## config.mk

```make
export PLATFORM = sky130hd
export DESIGN_NAME = uart_tx_mmio
export DESIGN_NICKNAME = d
export VERILOG_FILES = /design/src/rtl/uart_tx_pkg.sv /design/src/rtl/tx_fifo.sv /design/src/rtl/uart_tx_mmio.sv
export SDC_FILE = /design/constraint.sdc
export NUM_CORES = 1
export LEC_CHECK = 0
export CAP_MARGIN = 20
export CORE_MARGIN = 5
export CORE_UTILIZATION = 58
export DETAILED_ROUTE_END_ITERATION = 10
export GPL_TIMING_DRIVEN = 0
export MAX_ROUTING_LAYER = met4
export PLACE_DENSITY = 0.86
export SLEW_MARGIN = 20
export SYNTH_ARGS = -nofsm -noshare
export SYNTH_HDL_FRONTEND = slang
export SYNTH_SLANG_ARGS = --single-unit
```

## constraint.sdc

```tcl
create_clock -name clk -period 8.38 [get_ports clk]
set_clock_uncertainty 0.2 [all_clocks]
set_input_delay 2.514 -clock clk [delete_from_list [all_inputs] [get_ports clk]]
set_output_delay 2.514 -clock clk [all_outputs]
set_load 0.05 [all_outputs]
```

## src/rtl/uart_tx_pkg.sv

```systemverilog
// Shared register map, STATUS bit layout and transmitter FSM states for uart_tx_mmio.
package uart_tx_pkg;

    localparam logic [1:0] REG_TXDATA  = 2'd0;
    localparam logic [1:0] REG_STATUS  = 2'd1;
    localparam logic [1:0] REG_BAUDDIV = 2'd2;
    localparam logic [1:0] REG_CTRL    = 2'd3;

    localparam int ST_FULL      = 0;
    localparam int ST_EMPTY     = 1;
    localparam int ST_BUSY      = 2;
    localparam int ST_OVERFLOW  = 3;
    localparam int ST_COUNT_LSB = 4;
    localparam int ST_COUNT_W   = 5;

    typedef enum logic [1:0] {
        IDLE  = 2'd0,
        START = 2'd1,
        DATA  = 2'd2,
        STOP  = 2'd3
    } tx_state_t;

endpackage

```

## src/rtl/tx_fifo.sv

```systemverilog
// Synchronous byte FIFO holding bytes queued for transmission.
// Latency: push visible at dout one cycle later; dout is the combinational head.
// Backpressure: push on full is dropped unless a pop happens in the same cycle.
module tx_fifo #(
    parameter int DEPTH = 8,
    parameter int WIDTH = 8
) (
    input  logic                         clk,
    input  logic                         rst,
    input  logic                         push,
    input  logic                         pop,
    input  logic [WIDTH-1:0]             din,
    output logic [WIDTH-1:0]             dout,
    output logic                         full,
    output logic                         empty,
    output logic [$clog2(DEPTH+1)-1:0]   count
);

    localparam int AW = $clog2(DEPTH);
    localparam int CW = $clog2(DEPTH + 1);

    logic [WIDTH-1:0] mem [DEPTH];
    logic [AW-1:0]    wr_ptr;
    logic [AW-1:0]    rd_ptr;
    logic             do_push;
    logic             do_pop;

    assign full    = (count == CW'(DEPTH));
    assign empty   = (count == '0);
    assign dout    = mem[rd_ptr];
    assign do_pop  = pop && !empty;
    // A simultaneous pop frees the slot the push needs, so full only blocks a lone push.
    assign do_push = push && (!full || do_pop);

    always_ff @(posedge clk) begin
        if (do_push) begin
            mem[wr_ptr] <= din;
        end
    end

    always_ff @(posedge clk) begin
        if (!rst) begin
            wr_ptr <= '0;
            rd_ptr <= '0;
            count  <= '0;
        end else begin
            if (do_push) begin
                wr_ptr <= wr_ptr + 1'b1;
            end
            if (do_pop) begin
                rd_ptr <= rd_ptr + 1'b1;
            end
            case ({do_push, do_pop})
                2'b10:   count <= count + 1'b1;
                2'b01:   count <= count - 1'b1;
                default: count <= count;
            endcase
        end
    end

endmodule

```

## src/rtl/uart_tx_mmio.sv

```systemverilog
// Memory-mapped 8N1 UART transmitter with a TX FIFO on the external data bus.
// Latency: register reads combinational; a push starts a frame two edges later when idle.
// Backpressure: none on the bus; pushes to a full FIFO are dropped and flag overflow.
module uart_tx_mmio
    import uart_tx_pkg::*;
#(
    parameter logic [31:0] BASE_ADDR   = 32'h0000_0400,
    parameter int          FIFO_DEPTH  = 8,
    parameter logic [15:0] DEFAULT_DIV = 16'd434
) (
    input  logic        clk,
    input  logic        rst,
    input  logic [31:0] addr,
    input  logic [31:0] wdata,
    input  logic        we,
    input  logic        cs,
    output logic [31:0] rdata,
    output logic        tx,
    output logic        irq
);

    localparam int CW = $clog2(FIFO_DEPTH + 1);

    logic          sel;
    logic          wr;
    logic [1:0]    reg_idx;
    logic [15:0]   div;
    logic [15:0]   reload;
    logic          enable;
    logic          overflow;
    logic          busy;
    logic          fifo_push;
    logic          fifo_pop;
    logic          fifo_full;
    logic          fifo_empty;
    logic [7:0]    fifo_dout;
    logic [CW-1:0] fifo_count;
    tx_state_t     state;
    tx_state_t     state_nxt;
    logic [15:0]   baud_cnt;
    logic [2:0]    bit_idx;
    logic [7:0]    shift;
    logic          bit_done;
    logic          unused_wdata;

    assign sel          = !cs && (addr[31:2] == BASE_ADDR[31:2]);
    assign reg_idx      = addr[1:0];
    assign wr           = sel && we;
    assign fifo_push    = wr && (reg_idx == REG_TXDATA);
    assign unused_wdata = ^wdata[31:16];

    tx_fifo #(
        .DEPTH (FIFO_DEPTH),
        .WIDTH (8)
    ) u_fifo (
        .clk   (clk),
        .rst   (rst),
        .push  (fifo_push),
        .pop   (fifo_pop),
        .din   (wdata[7:0]),
        .dout  (fifo_dout),
        .full  (fifo_full),
        .empty (fifo_empty),
        .count (fifo_count)
    );

    always_ff @(posedge clk) begin
        if (!rst) begin
            div      <= DEFAULT_DIV;
            enable   <= 1'b0;
            overflow <= 1'b0;
        end else begin
            if (wr && reg_idx == REG_BAUDDIV) begin
                div <= wdata[15:0];
            end
            if (wr && reg_idx == REG_CTRL) begin
                enable <= wdata[0];
            end
            if (fifo_push && fifo_full && !fifo_pop) begin
                overflow <= 1'b1;
            end else if (wr && reg_idx == REG_STATUS && wdata[ST_OVERFLOW]) begin
                overflow <= 1'b0;
            end
        end
    end

    // A divisor of 0 behaves as 1; sampled only at bit boundaries so mid-frame writes wait.
    assign reload   = (div == 16'd0) ? 16'd0 : div - 16'd1;
    assign bit_done = (baud_cnt == 16'd0);

    always_ff @(posedge clk) begin
        if (!rst) begin
            state <= IDLE;
        end else begin
            state <= state_nxt;
        end
    end

    always_comb begin
        state_nxt = state;
        fifo_pop  = 1'b0;
        case (state)
            IDLE: begin
                if (enable && !fifo_empty) begin
                    fifo_pop  = 1'b1;
                    state_nxt = START;
                end
            end
            START: begin
                if (bit_done) state_nxt = DATA;
            end
            DATA: begin
                if (bit_done && bit_idx == 3'd7) state_nxt = STOP;
            end
            STOP: begin
                if (bit_done) begin
                    if (enable && !fifo_empty) begin
                        fifo_pop  = 1'b1;
                        state_nxt = START;
                    end else begin
                        state_nxt = IDLE;
                    end
                end
            end
            default: state_nxt = IDLE;
        endcase
    end

    always_ff @(posedge clk) begin
        if (!rst) begin
            baud_cnt <= 16'd0;
            bit_idx  <= 3'd0;
            shift    <= 8'd0;
        end else begin
            if (fifo_pop || (state != IDLE && bit_done)) begin
                baud_cnt <= reload;
            end else if (state != IDLE) begin
                baud_cnt <= baud_cnt - 16'd1;
            end
            if (fifo_pop) begin
                shift <= fifo_dout;
            end else if (state == DATA && bit_done) begin
                shift <= {1'b0, shift[7:1]};
            end
            if (state == START && bit_done) begin
                bit_idx <= 3'd0;
            end else if (state == DATA && bit_done) begin
                bit_idx <= bit_idx + 3'd1;
            end
        end
    end

    always_comb begin
        busy = (state != IDLE);
        case (state)
            START:   tx = 1'b0;
            DATA:    tx = shift[0];
            default: tx = 1'b1;
        endcase
    end

    assign irq = enable && fifo_empty && !busy;

    always_comb begin
        rdata = '0;
        if (sel && !we) begin
            case (reg_idx)
                REG_STATUS: begin
                    rdata[ST_FULL]     = fifo_full;
                    rdata[ST_EMPTY]    = fifo_empty;
                    rdata[ST_BUSY]     = busy;
                    rdata[ST_OVERFLOW] = overflow;
                    rdata[ST_COUNT_LSB +: ST_COUNT_W] = ST_COUNT_W'(fifo_count);
                end
                REG_BAUDDIV: rdata[15:0] = div;
                REG_CTRL:    rdata[0]    = enable;
                default:     rdata       = '0;
            endcase
        end
    end

endmodule

```

==> out/results.ini, run 1 <==
[sta]
hold_ws_ps=281
rsz0062_at_grt=false
fmaxAchievable_ghz=0.122
finalCritPeriodShare=0.979
tightest_slew_ps=869
final.setup.tns_ps=0
drv_slew=0
hold_violations=0
finalCriticalPeriod_ps=8200
slew_headroom=0.419
finalSetupViolations=0

[worst_hold_path]
hp-start=baud_cnt[3]$_SDFFE_PN0P_
min_to=baud_cnt[3]$_SDFFE_PN0P_
hold_depth=2
min_path_type=reg -> reg

[power]
peakVddDrop_v=0.000207
leakagePower_nw=2.80
power_density_nw_per_um2=279
p_total_w=0.00216

[final_layout]
nFillCells=650
nets=744
fin_util=0.749
ff_latch_area_um2=3120
multi_input_area_um2=2840
drive_above_1_share=0.137
area_delta_synth_final_pct=25.5
fin_area_um2=7730

[place]
portBuffers=69
place_area_um2=7140
dpl.hpwl_mm=11.8
place_congestion=0.926

[logic_synthesis]
yosys.area.top_type=edfxtp_1
yosys_most_used_dff=edfxtp_1
synth_area_per_cell_um2=11.1
synth_warnings=0
netlist_instances=553
ys_top_cells_by_count=edfxtp_1 (64), dfxtp_1 (60), nor2_1 (51)
yosysSeqAreaShare=0.507
ys_types=68
yosys.area.top_type_share=0.312
synth.most_common_cell=edfxtp_1
synth-seq-cells=124
synth_edf_count=64
synth.area.top_cells=edfxtp_1 (31%), dfxtp_1 (19%), mux4_2 (5.8%)
synth_area_um2=6160
async_flop_share=0

[detailed_routing]
drc_errors=0
vias=5195
antenna_left=0
viasPerCell=6.42
drtIter0Drc=552
dr.pass1.iters=6
avgRoutedWirePerCell_um=21.1
drt_wl_total_mm=17.0

[run]
maxCapViolCount=0

[clock_network]
clk-insertion-delay-late_ps=530
cts_setup_buffers=0
clock-sinks=124
cts_tree=done
htree_levels=4
cts_root_buf=clkbuf_8
cts_hold_buf=0
clk_path_buf_depth=2
cts.clk_slew.worst_paths_ps=60
cts_buffers=17

[global_routing]
grt_overflow=0
antenna_found_initial=1
grt_pass1_wl_mm=26.8
grt_pass1_vias=4993
grt_max_degree=17
grt_use_total=0.283

[floorplanning]
initial_core_util=0.597
die-area_um2=12800
die_h_um=113
pin_count=102
row_count=37
fp.coreArea_um2=10300
dieWidth_um=113

[setup_path]
crit_fanout=10
r2r_slack_ps=4640
end_kind=output pin
reg2reg_to=u_fifo.mem[7][6]$_DFFE_PP_
worstSetupStartpointType=primary input
critPathArrivalTime_ps=5490
worstSetupPathType=in -> out
ff2ff_path_depth=8
required_ps=5670
reg2reg_from=baud_cnt[0]$_SDFFE_PN0P_

[outcome]
status=completed

-- critical path, stage by stage --
cell	delay [ps]
clkdlybuf4s50_1	420
nor4_1	360
nand4_1	290
nor3_2	500
nand2_1	330
nor2_1	240
clkdlybuf4s50_1	840
-- layout by cell type, fill, tap and decap left out, types with 7 or more instances in the layout --
cell type	n
buf_4	18
nand2_1	28
a21oi_1	22
clkbuf_16	16
edfxtp_1	64
dfxtp_1	60
clkbuf_1	21
or3_1	9
mux4_2	16
clkdlybuf4s50_1	69
nor3_1	18
ha_1	17
a22oi_1	9
mux2i_1	30
conb_1	16
nor2b_1	7
a211oi_1	18
nor2_1	51
nor4_1	12
inv_1	13
and3_1	11
xor2_1	11
o21ai_0	11
-- worst max path at each step --
stage,to,start,cells after the start
floorplan,rdata[0],addr[11],4
finish,rdata[4],addr[16],7
detailed placement,rdata[4],addr[16],7
global route,rdata[4],addr[11],7
global placement,rdata[4],addr[3],7
CTS,rdata[4],addr[16],7
-- registers in the layout (all words and copies together), names as in the netlist, named ones only --
name           count
u_fifo.mem        64
baud_cnt          16
div               16
shift              8
u_fifo.count       4
bit_idx            3
u_fifo.rd_ptr      3
u_fifo.wr_ptr      3
state              2
enable             1
overflow           1
-- per-layer routing --
| metal | vias to the layer above | track usage | share of wire |
|---|---|---|---|
| met2 | 334 | 0.445 | 0.47 |
| met4 | 0 | 0.0962 | 0.029 |
| met3 | 44 | 0.0866 | 0.11 |
| met1 | 2519 | 0.348 | 0.39 |
| met5 | - | - | 0 |
| li1 | 2298 | - | - |
-- through the flow --
stage | setup WS (ps) | std cells
final | 177 | 809
after global placement | 133 | 773
after detailed placement | 19.1 | 776
after floorplan | 974 | 568
after global routing | 99.0 | 809
after CTS | 254 | 808
-- timing repair --
action,CTS,global route
hold endpoints to repair,0,0
setup endpoints to repair,7,0
gates resized for setup,1,0
-- cell type report --
class	count	area share
sequential	124	0.404
buffer	46	0.0319
antenna	1	0.000324
clock buffer	17	0.0536
multi-input combinational	384	0.367
tap	136	0.0220
clock inverter	15	0.0222
inverter	14	0.00680
timing repair buffer	72	0.0919
-- cells by family after synthesis --
kind of cell               Yosys count  share of synthesized area
buffers and inverters               60                     0.0485
adders and majority gates           17                     0.0345
other                                1                   0.000609
and+or+nand+nor                    186                      0.162
DFF                                124                      0.507
AOI/OAI and AO/OA                  103                      0.117
xor gates and xnor gates            16                     0.0227
muxes                               46                      0.107
-- report_power, final --
part           switching (W)  total [W]  leakage (nW)  internal [W]
Sequential         0.0000239   0.000682          1.06      0.000658
Combinational       0.000494   0.000755          1.47      0.000261
Clock               0.000314   0.000723         0.278      0.000409
(Power assumes the default switching activity.)
==> inputs of run 2 (changes only) <==
==> constraint.sdc (replaced) <==
create_clock -name clk -period 9.5 [get_ports clk]
set_clock_uncertainty 0.2 [all_clocks]
set_input_delay 2.85 -clock clk [delete_from_list [all_inputs] [get_ports clk]]
set_output_delay 2.85 -clock clk [all_outputs]
set_load 0.05 [all_outputs]
==> out/results.ini, run 2 (synthesis results as in run 1) <==
[outcome]
status=completed

[final_layout]
fin_util=0.748
area_delta_synth_final_pct=25.4
layout_common_cells=clkdlybuf4s50_1 (69), edfxtp_1 (64), dfxtp_1 (60), nor2_1 (51), mux2i_1 (30)
drive_above_1_share=0.135
final_cells=809
top_regs=u_fifo.mem (64), baud_cnt (16), div (16)
largest-register=u_fifo.mem
final_common_cell=clkdlybuf4s50_1
largest_reg_flops=64
nets=744

[power]
power_density_nw_per_um2=246
peakVddDrop_v=0.000181
leakagePower_nw=2.80
p_total_w=0.00190

[floorplanning]
die-area_um2=12800
dieWidth_um=113
fp.coreArea_um2=10300
pin_count=102
die_h_um=113
row_count=37
initial_core_util=0.597

[clock_network]
clk-insertion-delay-late_ps=530
cts_root_buf=clkbuf_8
cts_resized=0
cts_setup_buffers=0
cts_hold_buf=0
clk_path_buf_depth=2
clock-sinks=124
htree_levels=4
cts_buffers=17
cts_tree=done
cts.clk_slew.worst_paths_ps=60

[sta]
rsz0062_at_grt=false
hold_ws_ps=281
tightest_slew_ps=868
final.setup.tns_ps=0
fmaxAchievable_ghz=0.109
hold_violations=0
finalCritPeriodShare=0.963
slew_headroom=0.417
finalCriticalPeriod_ps=9150
drv_slew=0
finalSetupViolations=0

[setup_path]
worstSetupPathType=in -> out
crit_top_cell=clkdlybuf4s50_1
required_ps=6450
worstSetupStartpointType=primary input
crit_fanout=10
path_cells=clkdlybuf4s50_1 > nor4_1 > nand4_1 > nor3_1 > nand2_1 > nor2_1 > clkdlybuf4s50_1
critPathArrivalTime_ps=6100
critical_path.slowest_cell=clkdlybuf4s50_1
end_kind=output pin
crit_family=simple AND/OR/NAND/NOR gates
crit_path_max_incr_delay_ps=830
crit_buf_inv=2

[detailed_routing]
vias=5130
drtIter0Drc=547
dr.pass1.iters=7
antenna_left=0
drt_wl_total_mm=16.9
drc_errors=0
avgRoutedWirePerCell_um=20.9
viasPerCell=6.34

[global_routing]
grt_use_total=0.283
grt_pass1_wl_mm=26.8
antenna_found_initial=1
grt_pass1_vias=4993
grt_overflow=0
grt_max_degree=17

[place]
place_congestion=0.926
dpl.hpwl_mm=11.8
portBuffers=69
placed_cells=776

[run]
maxCapViolCount=0

[worst_hold_path]
min_path_type=reg -> reg

[run 2: cell types whose count changed in the layout (fill, tap and decap cells not counted)]
| cell | change |
|---|---|
| nor3_2 | -1 |
| nor3_1 | +1 |
[run 2: final cells by class]
| type | instances | area, um^2 |
|---|---|---|
| buffer | 46 | 246 |
| timing repair buffer | 72 | 711 |
| tap | 136 | 170 |
| fill | 651 | 2600 |
| antenna | 1 | 2.50 |
| clock inverter | 15 | 171 |
| inverter | 14 | 52.6 |
| clock buffer | 17 | 414 |
| sequential | 124 | 3120 |
| multi-input combinational | 384 | 2840 |
[run 2: worst paths after layout]
path / cells after the start / start / slack [ps] / endpoint
worst min register to register: 2 / baud_cnt[3]$_SDFFE_PN0P_ / 280 / baud_cnt[3]$_SDFFE_PN0P_
worst max register to register: 8 / baud_cnt[0]$_SDFFE_PN0P_ / 5780 / u_fifo.mem[7][6]$_DFFE_PP_
worst max-delay path: 7 / addr[16] / 350 / rdata[4]
worst min-delay path: 2 / baud_cnt[3]$_SDFFE_PN0P_ / 280 / baud_cnt[3]$_SDFFE_PN0P_
[run 2: worst register-to-register path, delay by kind of cell (launching register included)]
| family | cells | cell delay (ps) |
|---|---|---|
| simple gates | 4 | 2020 |
| compound gates | 2 | 530 |
| flops | 1 | 330 |
| fa+ha+maj | 1 | 180 |
| buf+inv | 1 | 80 |
[run 2: metrics by stage]
stage / setup slack [ps] / cell area (um^2)
after floorplan: 1420 / 6220
after global placement: 581 / 7080
after detailed placement: 467 / 7140
after CTS: 377 / 7720
after global routing: 180 / 7730
final: 354 / 7730
[run 2: power breakdown]
group | total, W | switching [W] | internal, W
Combinational | 0.000667 | 0.000436 | 0.000230
Sequential | 0.000602 | 0.0000210 | 0.000581
Clock | 0.000635 | 0.000274 | 0.000361
Total | 0.00190 | 0.000732 | 0.00117
[run 2: routing by layer]
| metal | GRT usage | wire length [um] | vias up |
|---|---|---|---|
| met1 | 0.349 | 6600 | 2471 |
| met2 | 0.445 | 8010 | 313 |
| met5 | - | 0 | - |
| li1 | - | - | 2292 |
| met3 | 0.0866 | 1750 | 54 |
| met4 | 0.0962 | 564 | 0 |
==> inputs of run 3 (changes only) <==
--- a/config.mk
+++ b/config.mk
@@ -12,6 +12,7 @@
 export GPL_TIMING_DRIVEN = 0
 export MAX_ROUTING_LAYER = met4
 export PLACE_DENSITY = 0.86
+export SKIP_CTS_REPAIR_TIMING = 1
 export SLEW_MARGIN = 20
 export SYNTH_ARGS = -nofsm -noshare
 export SYNTH_HDL_FRONTEND = slang
==> results of run 3 <==
The final DEF is identical to that of run 2; final timing and power are the same.
